[config.mk]
export PLATFORM = sky130hd
export DESIGN_NAME = loadstore_unit
export DESIGN_NICKNAME = d
export VERILOG_FILES = /design/src/rtl/loadstore_unit.sv
export SDC_FILE = /design/constraint.sdc
export NUM_CORES = 1
export LEC_CHECK = 0
export CAP_MARGIN = 10
export CORE_ASPECT_RATIO = 1.25
export CORE_UTILIZATION = 30
export CTS_BUF_LIST = sky130_fd_sc_hd__clkbuf_16
export DETAILED_ROUTE_END_ITERATION = 16
export GPL_TIMING_DRIVEN = 0
export PLACE_DENSITY_LB_ADDON = 0.1
export SKIP_LAST_GASP = 1
export SLEW_MARGIN = 10
export SYNTH_ARGS = -nofsm -noshare
export SYNTH_HDL_FRONTEND = slang
export SYNTH_SLANG_ARGS = --single-unit
[constraint.sdc]
create_clock -name CLK -period 5.15 [get_ports CLK]
set_clock_uncertainty 0.2 [all_clocks]
set_input_delay 1.545 -clock CLK [delete_from_list [all_inputs] [get_ports CLK]]
set_output_delay 1.545 -clock CLK [all_outputs]
set_load 0.005 [all_outputs]
[src/rtl/loadstore_unit.sv]
// loadstore_unit: back end of the execute-stage load/store path.
// Takes one memory request from execute, runs it on the data-memory bus,
// and returns formatted load data for register writeback.
// Ports:
//   CLK, nRST                     clock, async active-low reset
//   port_a/port_b/store_data/pc   operands, store value, requesting PC
//   load_type, dren, dwen         access width code and direction
//   wen, reg_rd                   writeback enable / destination in
//   wdata_ls, wen_out, reg_rd_out writeback data / strobe / destination out
//   busy                          stall to execute
//   misaligned, fault_addr/pc     misalignment pulse and fault record
//   dmem_*                        generic data-memory bus
//
// state  | meaning
// IDLE   | no access in flight, evaluating requests
// ACCESS | bus request held until dmem_busy drops
// WB     | writeback pulse; a new request may be accepted here
module loadstore_unit #(
    parameter logic [31:0] RESET_PC = 32'h0000_0000
) (
    input  logic        CLK,
    input  logic        nRST,
    input  logic [31:0] port_a,
    input  logic [31:0] port_b,
    input  logic [31:0] store_data,
    input  logic [31:0] pc,
    input  logic [2:0]  load_type,
    input  logic        dren,
    input  logic        dwen,
    input  logic        wen,
    input  logic [4:0]  reg_rd,
    output logic [31:0] wdata_ls,
    output logic        wen_out,
    output logic [4:0]  reg_rd_out,
    output logic        busy,
    output logic        misaligned,
    output logic [31:0] fault_addr,
    output logic [31:0] fault_pc,
    output logic [31:0] dmem_addr,
    output logic [31:0] dmem_wdata,
    output logic [3:0]  dmem_byte_en,
    output logic        dmem_ren,
    output logic        dmem_wen,
    input  logic [31:0] dmem_rdata,
    input  logic        dmem_busy
);

    typedef enum logic [1:0] {S_IDLE, S_ACCESS, S_WB} state_t;

    state_t      state_q, state_d;
    logic [31:0] addr_q, sdata_q, wdata_q, fault_addr_q, fault_pc_q;
    logic [2:0]  type_q;
    logic        load_q, wen_q, mis_q;
    logic [4:0]  rd_q, rd_out_q;

    logic [31:0] ea, lane, fmt;
    logic        req, mis, in_slot, accept, fault, done;

    // Width from load_type[1:0]: 00 byte, 01 half, 1x word (covers the
    // undefined codes). Zero-extension only for 100/101.
    assign ea      = port_a + port_b;
    assign req     = dren | dwen;
    assign mis     = ((load_type[1:0] == 2'b01) && ea[0]) ||
                     (load_type[1] && (ea[1:0] != 2'b00));
    assign in_slot = (state_q == S_IDLE) || (state_q == S_WB);
    // Gated by nRST so execute sees no stall while the unit is held in reset.
    assign accept  = nRST && in_slot && req && !mis;
    assign fault   = in_slot && req && mis;
    assign done    = (state_q == S_ACCESS) && !dmem_busy;

    always_ff @(posedge CLK or negedge nRST) begin
        if (!nRST) state_q <= S_IDLE;
        else       state_q <= state_d;
    end

    always_comb begin
        state_d = state_q;
        case (state_q)
            S_IDLE:   if (accept) state_d = S_ACCESS;
            S_ACCESS: if (!dmem_busy) state_d = S_WB;
            S_WB:     state_d = accept ? S_ACCESS : S_IDLE;
            default:  state_d = S_IDLE;
        endcase
    end

    always_comb begin
        busy     = accept || (state_q == S_ACCESS);
        dmem_ren = (state_q == S_ACCESS) && load_q;
        dmem_wen = (state_q == S_ACCESS) && !load_q;
        wen_out  = (state_q == S_WB) && load_q && wen_q && (rd_q != 5'd0);
    end

    // Aligned accesses: shifting by the byte offset lands the lane at bit 0.
    assign lane = dmem_rdata >> {addr_q[1:0], 3'b000};

    always_comb begin
        fmt          = lane;
        dmem_byte_en = 4'b0000;
        dmem_wdata   = 32'd0;
        case (type_q[1:0])
            2'b00:   fmt = {{24{!type_q[2] && lane[7]}}, lane[7:0]};
            2'b01:   fmt = {{16{!type_q[2] && lane[15]}}, lane[15:0]};
            default: fmt = lane;
        endcase
        if (state_q == S_ACCESS) begin
            case (type_q[1:0])
                2'b00: begin
                    dmem_byte_en = 4'b0001 << addr_q[1:0];
                    dmem_wdata   = {4{sdata_q[7:0]}};
                end
                2'b01: begin
                    dmem_byte_en = addr_q[1] ? 4'b1100 : 4'b0011;
                    dmem_wdata   = {2{sdata_q[15:0]}};
                end
                default: begin
                    dmem_byte_en = 4'b1111;
                    dmem_wdata   = sdata_q;
                end
            endcase
        end
    end

    always_ff @(posedge CLK or negedge nRST) begin
        if (!nRST) begin
            addr_q       <= 32'd0;
            sdata_q      <= 32'd0;
            type_q       <= 3'd0;
            load_q       <= 1'b0;
            wen_q        <= 1'b0;
            rd_q         <= 5'd0;
            wdata_q      <= 32'd0;
            rd_out_q     <= 5'd0;
            mis_q        <= 1'b0;
            fault_addr_q <= 32'd0;
            fault_pc_q   <= RESET_PC;
        end else begin
            if (accept) begin
                addr_q  <= ea;
                sdata_q <= store_data;
                type_q  <= load_type;
                load_q  <= dren;   // dren wins when both are set
                wen_q   <= wen;
                rd_q    <= reg_rd;
            end
            if (done && load_q) begin
                wdata_q  <= fmt;
                rd_out_q <= rd_q;
            end
            mis_q <= fault;
            if (fault) begin
                fault_addr_q <= ea;
                fault_pc_q   <= pc;
            end
        end
    end

    assign dmem_addr  = {addr_q[31:2], 2'b00};
    assign wdata_ls   = wdata_q;
    assign reg_rd_out = rd_out_q;
    assign misaligned = mis_q;
    assign fault_addr = fault_addr_q;
    assign fault_pc   = fault_pc_q;

endmodule

Word-level counts from Yosys, hierarchy flattened
Cells that the tools add are included.

Multiplexer cells: 10. Shift operators: 2. Bitwise gates (word level): 1. Add/sub/neg operators: 1. Eq/ne operators: 6. Reductions and logical operators: 28.

Operators with widths (count): 32-bit one-hot mux with 2 select lines (2); 32-bit adder (1); 32-bit 2-to-1 mux (1); 32-bit by 5-bit right shift with 32-bit output (1); 1-bit logical AND (16); 4-bit 2-to-1 mux (2); 4-bit one-hot mux with 2 select lines (1); 2-bit by 1-bit equality test with 1-bit output (second input constant) (3); 2-bit one-hot mux with 3 select lines (1); 5-bit nonzero test (1); 1-bit logical NOT (4); 2-bit logical NOT (2); 2-bit 2-to-1 mux (2); 2-bit != test (second input constant) (2); 1-bit by 2-bit left shift with 4-bit output (first input constant) (1); 1-bit logical OR (3); 2-bit equality test (second input constant) (1); 2-bit AND reduction (1); 2-bit nonzero test (1); 1-bit 2-to-1 mux (1); 1-bit bitwise OR (1).

Logic and storage cells: 60. Input bits: 174. Output and inout bits: 174. Register bits after elaboration: 178.

Longest topological paths before layout
Gate-level depths: netlist of the first run.

Depth in word-level cells: 8. Depth in mapped cells: 10. Mapped depth without buffers: 10.

Worst setup path after synthesis of the first run
OpenSTA, ideal clock, no wires.

Kind: input to output. Start: input port_a[0]. End: output busy. Data arrival time: 3.188 ns. Data required time: 3.405 ns. Path buffers: 2. Stages: 7. Slack: 0.217 ns. Path through: ha_1 -> fa_1 -> o21ai_0 -> nand3_1 -> clkbuf_1 -> clkbuf_1 -> nand2_1.

Longest elaborated chain between the ends: 7. Elaborated cells on any way between the ends: 8. Classes of those cells: add/sub: 1; reduce/logical: 7.

RTL lines: start, declared (RTL line 23) `input logic [31:0] port_a,`; 32-bit adder (RTL line 61) `assign ea = port_a + port_b;`; net ea[1] (RTL line 56) `logic [31:0] ea, lane, fmt;`; 2-bit nonzero test (RTL line 64) `(load_type[1] && (ea[1:0] != 2'b00));`; 1-bit logical AND (RTL line 64); 1-bit logical OR (RTL line 63) `assign mis = ((load_type[1:0] == 2'b01) && ea[0]) ||`; 1-bit logical NOT (RTL line 67) `assign accept = nRST && in_slot && req && !mis;`; 1-bit logical AND (RTL line 67); 1-bit logical OR (RTL line 87) `busy = accept || (state_q == S_ACCESS);`; end, declared (RTL line 35) `output logic busy,`.

The timed path passes the listed nets, and every way through them passes these cells.

Final worst setup path of the first run
Start: input port_b[0]. End: output busy.

Longest elaborated chain between the ends: 7. Elaborated cells on any way between the ends: 8. Classes of those cells: add/sub: 1; reduce/logical: 7.

RTL lines: start, declared (RTL line 24) `input logic [31:0] port_b,`; 32-bit adder (RTL line 61); net ea[1] (RTL line 56); 2-bit nonzero test (RTL line 64); 1-bit logical AND (RTL line 64); 1-bit logical OR (RTL line 63); 1-bit logical NOT (RTL line 67); 1-bit logical AND (RTL line 67); 1-bit logical OR (RTL line 87).

The timed path passes the listed nets, and every way through them passes these cells.

==> impl_metrics.tcl, run 1 <==
set metrics [dict create \
    outcome "finished clean" \
    critPathBufInv 2 \
    ys_types 57 \
    fin_crit_ns 4.96 \
    reg2reg_slack_ns 2.11 \
    finalCritPeriodShare 0.964 \
    holdWs_ns 0.274 \
    syn_to_final_growth_pct 48.6 \
    synthArstFlopShare 1.00 \
    drt_iter0_markers 414 \
    synth_top_family_by_area "simple AND/OR/NAND/NOR gates" \
    place.port_buffers 345 \
    hold_path_class "reg -> reg" \
    antenna_found_initial 1 \
    intPower_uw 4340 \
    grt_use_total 0.202 \
    power.switching_uw 2120 \
    crit_fanout 3 \
    p_leak_uw 0.00641 \
    critPathSlowestCell "clkdlybuf4s50_1" \
    gr-total-overflow 0 \
    num_vias 8817 \
    grt_start_max_net_pins 100 \
    wl_per_cell_um 17.3 \
    syn_area_mm2 0.00955 \
    cts-root-buf "clkbuf_16" \
    synth_most_common_cell "nand2_1" \
    drc 0 \
    maxCapViolations 0 \
    critPathArrivalTime_ns 3.22 \
    synthTopCellsByCount "nand2_1 (385), dfrtp_1 (178), nor2_1 (86), a21oi_1 (65), clkbuf_1 (42)" \
    powerDensity_mw_per_mm2 455 \
    design.die.area_mm2 0.0325 \
    ys_seq_area_frac 0.467 \
    start_kind "input pin" \
    core_mm2 0.0312 \
    path_class "in -> out" \
    synthXorXnorAreaFrac 0.0266 \
    syn_inst 1101 \
    slew_viol_final 0 \
    yosys.area_share.adder 0.0427 \
    fin_nets 1676 \
    clock_power_share 0.209 \
    hpwl_mm 24.9 \
    rows 72 \
    relSlewSlack 0.387 \
    dr.pass1.iters 5 \
    seqPwrFrac 0.355 \
    slowest_delay_ns 0.51 \
    grt_pass1_vias 9117 \
    synth-compound-area-share 0.102 \
    synth_edf_count 0 \
    hold_viol 0 \
    swShare 0.328 \
    yosysTopAreaCell "dfrtp_1" \
    drive_gt1_frac 0.0823 \
    clock_sinks 178 \
    cp-end-kind "primary output" \
    cp_top_family "buffers and inverters" \
    place_area_mm2 0.0135 \
    wirelength_mm 32.7 \
    grt_pass1_wl_mm 50.7 \
    diodes 0 \
    gp_congestion 0.876 \
    stdcell_area_mm2 0.0142 \
    pin_count 348 \
    max_freq_mhz 201 \
    antenna_left 0 \
    die_h_um 201 \
    cts_buffers 17 \
    synthSimpleGateAreaFrac 0.228 \
    power.share.combinational 0.435 \
    die_w_um 162 \
    avgSynthCellArea_um2 8.67 \
    tns_ns 0 \
    ir_worst_vdd_v 0.000187 \
    cts-hold-fix-buffers 0 \
    cts_tree "done" \
    yosys_warnings 0 \
    fillCellCount 3194 \
    ys_seq_elements 178 \
    start_util 0.306 \
    synth_flop_cell "dfrtp_1" \
    max_slew.worst_pin.slew_ns 0.911 \
    final-setup-viol-count 0 \
    rsz0062_at_grt "false" \
    synth_area_leaders "dfrtp_1 (47%), nand2_1 (15%), mux2_2 (4.8%)" \
    clkTransAtPathRegs_ns 0.07 \
    clock_latency_ns 0.43 \
    synth_top_area_frac 0.467 \
    h-tree-depth 4 \
    worstPathCellList "clkdlybuf4s50_1, ha_4, fa_2, o21ai_2, nand3_2, nand2_1, buf_2" \
    vias_per_cell 4.67 \
    clk_path_buf_depth 2 \
    required_ns 3.41 \
    yosys-mux-area-fraction 0.0840 \
]
[worst register-to-register path: cells and delay by family (launching register included)]
kind / cells / cell delay [ns]
compound gates: 4 / 1.06
buf+inv: 3 / 0.73
flops: 1 / 0.32
simple gates: 3 / 0.67
[kinds of logic after synthesis]
family,Yosys count
DFF,178
AOI/OAI and AO/OA,158
other,1
xor gates and xnor gates,29
buffers and inverters,92
adders and majority gates,32
and+or+nand+nor,536
muxes,75
[layout by cell type (no fill, tap or decap), types with 6 or more instances in the layout]
cell type        instances
inv_1                    6
nand4_1                  7
nand3_1                  8
clkdlybuf4s50_1        343
buf_1                    8
and2_1                  12
o21ai_0                 30
clkbuf_16               17
xnor2_1                 19
and3_1                  11
nor2_1                  86
mux2_2                  41
o211ai_1                 9
xor2_1                  10
a21o_1                   9
ha_1                    30
o22a_1                   8
clkbuf_1                40
buf_4                   37
mux2i_1                 34
nand2_1                385
dfrtp_1                178
a21oi_1                 65
o21bai_1                 8
[layout make-up]
type	instances	area, um^2	area share
multi-input cells	832	4650	0.328
inverters	7	26.3	0.00185
plain buffers	83	435	0.0307
well taps	407	509	0.0359
repair buffers	351	3520	0.248
flip-flops and latches	178	4450	0.314
clock inverters	14	164	0.0116
clock buffers	17	425	0.0300
[metrics by stage]
stage / util / setup WS, ns / power, uW / std cells
2_1_floorplan: - / 0.217 / 3530 / 1102
3_5_place_dp: 0.435 / -1.36 / 5160 / 1855
3_3_place_gp: 0.433 / -9.07 / 5140 / 1854
4_1_cts: 0.455 / 0.0279 / 6560 / 1889
5_1_grt: 0.455 / 0.0458 / 6890 / 1889
6_report: 0.455 / 0.186 / 6450 / 1889
[power groups by stage]
stage                     logic [uW]  registers, uW  clock network [uW]
final                           2810           2290                1350
after CTS                       2860           2300                1400
after global routing            3080           2370                1430
after detailed placement        2840           2320                   0
after global placement          2820           2310                   0
after floorplan                 1260           2270                   0
[state kept, by name, indices dropped and copies added (netlist names), 2 cells and up]
register / count
addr_q: 32
rd_q: 5
wdata_ls: 32
state_q: 2
fault_addr: 32
sdata_q: 32
reg_rd_out: 5
fault_pc: 32
type_q: 3
[what timing repair did]
| item | CTS | global route |
|---|---|---|
| endpoints found under the setup margin | 1 | 1 |
| setup buffers | 4 | 1 |
| resized for setup | 13 | 1 |
| pin swaps | 4 | 1 |
[per-layer routing]
| layer | part of all wire | vias to the layer above | wire, um | GRT usage |
|---|---|---|---|---|
| met5 | 0.00024 | - | 8 | 0 |
| met4 | 0.015 | 2 | 497 | 0.0569 |
| met3 | 0.062 | 29 | 2020 | 0.0466 |
| met2 | 0.50 | 254 | 16500 | 0.359 |
| met1 | 0.42 | 4160 | 13700 | 0.241 |
| li1 | - | 4372 | - | - |
[final timing paths]
| check | cells after the start | from | endpoint |
|---|---|---|---|
| worst max register to register | 10 | addr_q[1] | wdata_ls[26] |
| worst min register to register | 2 | fault_pc[26] | fault_pc[26] |
| worst max-delay path | 7 | port_b[0] | busy |
| min in group asynchronous | 1 | nRST | sdata_q[19] |
| max in group asynchronous | 2 | nRST | addr_q[30] |
| worst min-delay path | 2 | fault_pc[26] | fault_pc[26] |
Note: power is estimated with default switching activity, not from simulation.
==> run 2, diff against run 1 <==
--- a/config.mk
+++ b/config.mk
@@ -6,6 +6,8 @@
 export NUM_CORES = 1
 export LEC_CHECK = 0
 export CAP_MARGIN = 10
+export CELL_PAD_IN_SITES_DETAIL_PLACEMENT = 1
+export CELL_PAD_IN_SITES_GLOBAL_PLACEMENT = 1
 export CORE_ASPECT_RATIO = 1.25
 export CORE_UTILIZATION = 30
 export CTS_BUF_LIST = sky130_fd_sc_hd__clkbuf_16
==> run 2 against run 1 <==
Effect of this change:
- power decreased by 1.2%
- sequential share of layout area is essentially flat
- non-clock buffer count increased by 2
- cell count up 0.32%
- largest power group unchanged
- combinational power barely moved
==> impl_metrics.tcl, run 2 (synthesis results as in run 1) <==
set metrics [dict create \
    final-setup-viol-count 0 \
    layout_common_cells "nand2_1 (384), clkdlybuf4s50_1 (341), dfrtp_1 (178)" \
    h-tree-depth 4 \
    cts_buffers 17 \
    design.die.area_mm2 0.0325 \
    powerDensity_mw_per_mm2 449 \
    gr-total-overflow 0 \
    wirelength_mm 34.6 \
    die_h_um 201 \
    swShare 0.340 \
    gp_congestion 0.858 \
    relSlewSlack 0.349 \
    slowest_delay_ns 0.52 \
    drive_gt1_frac 0.0848 \
    outcome "finished clean" \
    holdWs_ns 0.274 \
    core_mm2 0.0312 \
    cts-root-buf "clkbuf_16" \
    intPower_uw 4210 \
    drt_iter0_markers 344 \
    path_class "in -> out" \
    grt_start_max_net_pins 101 \
    clock_sinks 178 \
    cts-hold-fix-buffers 0 \
    max_slew.worst_pin.slew_ns 0.968 \
    crit_fanout 2 \
    hold_depth 2 \
    required_ns 3.41 \
    final_common_cell "nand2_1" \
    maxCapViolations 0 \
    tns_ns 0 \
    fin_crit_ns 5.02 \
    drc 0 \
    clock_power_share 0.194 \
    vias_per_cell 4.79 \
    place.port_buffers 345 \
    grt_use_total 0.217 \
    cp-end-kind "primary output" \
    rows 72 \
    seqPwrFrac 0.360 \
    grt_pass1_wl_mm 54.5 \
    critPathArrivalTime_ns 3.28 \
    p_leak_uw 0.00641 \
    power.share.combinational 0.445 \
    syn_to_final_growth_pct 48.7 \
    utilization 0.455 \
    power.switching_uw 2170 \
    ff2ff_path_depth 10 \
    grt_pass1_vias 9779 \
    rsz0062_at_grt "false" \
    clk_path_buf_depth 2 \
    clock_latency_ns 0.44 \
    antenna_left 0 \
    hold_path_class "reg -> reg" \
    fin_nets 1678 \
    ir_worst_vdd_v 0.000188 \
    clkTransAtPathRegs_ns 0.07 \
    slew_viol_final 0 \
    dr.pass1.iters 4 \
    cts_tree "done" \
    start_util 0.306 \
    wl_per_cell_um 18.3 \
    pin_count 348 \
    num_vias 9073 \
    die_w_um 162 \
    start_kind "input pin" \
    hpwl_mm 27.0 \
    max_freq_mhz 199 \
    finalCritPeriodShare 0.975 \
    p_total_uw 6380 \
    antenna_found_initial 4 \
    critPathSlowestCell "clkdlybuf4s50_1" \
    worstPathCellList "clkdlybuf4s50_1, fa_2, o21ai_2, nand3_2, clkbuf_8, clkbuf_16, nand2_4, buf_6" \
    hold_viol 0 \
]
[run 2: changes by cell type in the layout (fill, tap and decap cells not counted), sizes merged]
| cell | delta |
|---|---|
| bufinv | -3 |
| diode | +3 |
| clkbuf | +2 |
| clkdlybuf4s50 | -2 |
| clkinv | +2 |
| dlygate4sd2 | +2 |
| inv | +2 |
[run 2: final timing paths]
path / startpoint / end / slack [ns]
worst max-delay path: port_a[1] / busy / 0.13
worst min-delay path: fault_pc[12] / fault_pc[12] / 0.27
worst max register to register: addr_q[1] / wdata_ls[27] / 1.96
worst min register to register: fault_pc[12] / fault_pc[12] / 0.27
max in group asynchronous: nRST / fault_pc[15] / 2.98
min in group asynchronous: nRST / sdata_q[22] / 0.92
[run 2: power groups by stage]
stage | clock, uW | sequential (uW) | combinational (uW)
3_5_place_dp | 0 | 2330 | 2860
3_3_place_gp | 0 | 2310 | 2820
6_report | 1240 | 2300 | 2840
5_1_grt | 1310 | 2380 | 3120
2_1_floorplan | 0 | 2270 | 1260
4_1_cts | 1280 | 2310 | 2900
[run 2: per-layer routing]
metal | up-vias | GRT usage | routed length (um) | share of wire
li1 | 4367 | - | - | -
met1 | 4435 | 0.250 | 14000 | 0.40
met2 | 233 | 0.393 | 17800 | 0.52
met3 | 36 | 0.0524 | 2130 | 0.062
met4 | 2 | 0.0633 | 631 | 0.018
met5 | - | 0 | 13 | 0.00038
[run 2: final cells by class]
| type | instances | area [um^2] |
|---|---|---|
| Fill cell | 3667 | 17000 |
| Multi-Input combinational cell | 832 | 4650 |
| Sequential cell | 178 | 4450 |
| Timing Repair Buffer | 351 | 3540 |
| Tap cell | 407 | 509 |
| Buffer | 85 | 474 |
| Clock buffer | 17 | 425 |
| Clock inverter | 15 | 109 |
| Inverter | 7 | 26.3 |
| Antenna cell | 3 | 7.51 |
[run 2: stage by stage]
| stage | cells | setup WS (ns) | area (um^2) |
|---|---|---|---|
| final | 1895 | 0.128 | 14200 |
| after global routing | 1893 | 0.0509 | 14200 |
| after CTS | 1892 | 0.120 | 14200 |
| after detailed placement | 1856 | -1.35 | 13600 |
| after global placement | 1854 | -8.92 | 13500 |
| after floorplan | 1102 | 0.217 | 9550 |
[run 2: timing repair]
| action | 4_1_cts | 5_1_grt |
|---|---|---|
| buffers inserted | 4 | 0 |
| gates resized for setup | 21 | 0 |
| endpoints found under the setup margin | 1 | 0 |
[run 2: worst max-delay path, delay by kind of cell]
kind,cells,cell delay (ns)
buffers and inverters,4,0.93
adders and majority gates,1,0.46
AOI/OAI and AO/OA,1,0.18
and+or+nand+nor,2,0.16
==> run 3, diff against run 2 <==
--- a/config.mk
+++ b/config.mk
@@ -15,7 +15,7 @@
 export GPL_TIMING_DRIVEN = 0
 export PLACE_DENSITY_LB_ADDON = 0.1
 export SKIP_LAST_GASP = 1
-export SLEW_MARGIN = 10
+export SLEW_MARGIN = 20
 export SYNTH_ARGS = -nofsm -noshare
 export SYNTH_HDL_FRONTEND = slang
 export SYNTH_SLANG_ARGS = --single-unit
==> run 3 against run 2 <==
Effect of this change:
- power increased by 2.3%
- cell count unchanged
- critical path type unchanged
- cell area increased by 0.41%
- worst hold slack about the same
- largest power group unchanged
==> impl_metrics.tcl, run 3 (synthesis results as in run 1) <==
set metrics [dict create \
    outcome "finished clean" \
    clkTransAtPathRegs_ns 0.07 \
    maxCapViolations 0 \
    wl_per_cell_um 18.4 \
    max_slew.worst_pin.slew_ns 0.928 \
    intPower_uw 4350 \
    die_w_um 162 \
    vias_per_cell 4.79 \
    slowest_delay_ns 0.52 \
    cp-end-kind "primary output" \
    power.switching_uw 2170 \
    path_class "in -> out" \
    place.port_buffers 345 \
    grt_pass1_vias 9768 \
    num_vias 9076 \
    clk_path_buf_depth 2 \
    grt_pass1_wl_mm 54.7 \
    critPathArrivalTime_ns 3.31 \
    clock_latency_ns 0.45 \
    critPathSlowestCell "clkdlybuf4s50_1" \
    drc 0 \
    hpwl_mm 27.1 \
    cts_tree "done" \
    hold_path_class "reg -> reg" \
    cts_buffers 17 \
    start_kind "input pin" \
    max_freq_mhz 198 \
    slew_viol_final 0 \
    stdcell_area_mm2 0.0143 \
    pin_count 348 \
    drt_iter0_markers 327 \
    fin_nets 1678 \
    grt_start_max_net_pins 81 \
    start_util 0.306 \
    clock_power_share 0.213 \
    gp_congestion 0.858 \
    power.share.combinational 0.434 \
    required_ns 3.41 \
    dr.pass1.iters 4 \
    antenna_left 0 \
    p_total_uw 6530 \
    gr-total-overflow 0 \
    grt_use_total 0.219 \
    seqPwrFrac 0.353 \
    finalCritPeriodShare 0.981 \
    fin_crit_ns 5.05 \
    final_common_cell "nand2_1" \
    die_h_um 201 \
    reg2reg_slack_ns 2.01 \
    wirelength_mm 34.8 \
    antenna_found_initial 4 \
    powerDensity_mw_per_mm2 458 \
    rows 72 \
    cts-root-buf "clkbuf_16" \
    drive_gt1_frac 0.0855 \
    cp_top_family "buffers and inverters" \
    h-tree-depth 4 \
    design.die.area_mm2 0.0325 \
    place_area_mm2 0.0136 \
    ir_worst_vdd_v 0.000187 \
    syn_to_final_growth_pct 49.3 \
    layout_common_cells "nand2_1 (385), clkdlybuf4s50_1 (341), dfrtp_1 (178)" \
    clock_sinks 178 \
    core_mm2 0.0312 \
    final-setup-viol-count 0 \
    hold_viol 0 \
    rsz0062_at_grt "false" \
    crit_fanout 2 \
    swShare 0.333 \
    worstPathCellList "clkdlybuf4s50_1, fa_2, o21ai_2, nand3_2, clkbuf_8, clkbuf_16, nand2_1, buf_2" \
    relSlewSlack 0.376 \
    critPathBufInv 4 \
    p_leak_uw 0.00643 \
]
## run 3: cell count changes in the layout (fill, tap and decap cells not counted), moves of 2 or more
cell	previous run	this run
clkinv_4	4	1
bufinv_16	0	3
clkinvlp_4	1	5
clkinv_1	3	1
## run 3: what timing repair did
action | 4_1_cts | 5_1_grt
endpoints found under the setup margin | 1 | 0
gates resized for setup | 18 | 0
buffers inserted | 4 | 0
hold buffers | 0 | 0
## run 3: per-layer routing
layer  track usage  share of wire  up-vias
met1         0.252           0.40     4428
met2         0.394           0.51      242
met4        0.0748          0.020        2
li1              -              -     4367
met3        0.0480          0.061       37
met5             0        0.00043        -
## run 3: area by class of cell
| cell class | count | area [um^2] |
|---|---|---|
| Fill cell | 3650 | 16900 |
| Multi-Input combinational cell | 832 | 4640 |
| Sequential cell | 178 | 4450 |
| Timing Repair Buffer | 351 | 3540 |
| Tap cell | 407 | 509 |
| Buffer | 85 | 474 |
| Clock buffer | 17 | 425 |
| Clock inverter | 15 | 181 |
| Inverter | 7 | 26.3 |
| Antenna cell | 3 | 7.51 |
## run 3: path summary, 6_finish.rpt
path | start | end | cells past startpoint
min in group asynchronous | nRST | sdata_q[6] | 1
hold reg to reg | fault_pc[12] | fault_pc[12] | 2
setup / recovery | port_a[1] | busy | 8
max in group asynchronous | nRST | fault_pc[13] | 2
setup reg to reg | addr_q[1] | wdata_ls[27] | 10
hold / removal | fault_pc[12] | fault_pc[12] | 2
## run 3: worst reg2reg max path, stage by stage, from the launching register on
cell     delay (ns)
dfrtp_1        0.32
buf_2          0.19
inv_1          0.15
nor2_1         0.51
nand2_1        0.10
o21ai_0        0.15
a21oi_1        0.12
o31ai_1        0.76
buf_2          0.39
a21oi_1        0.07
nor2_1         0.11
## run 3: metrics by stage
stage	setup slack, ns	util	instances	TNS, ns	hold WS, ns
floorplan	0.217	-	1102	0	0.245
global placement	-8.92	0.433	1854	-1612.79	0.258
detailed placement	-1.40	0.435	1856	-11.33	0.262
CTS	0.101	0.457	1892	0	0.280
global route	0.0239	0.457	1893	0	0.299
finish	0.0968	0.457	1895	0	0.274
## run 3: power by group through the flow
stage               logic [uW]  clock network [uW]  registers (uW)
detailed placement        2860                   0            2330
floorplan                 1260                   0            2270
finish                    2830                1390            2300
CTS                       2890                1430            2310
global route              3110                1460            2380
global placement          2820                   0            2310
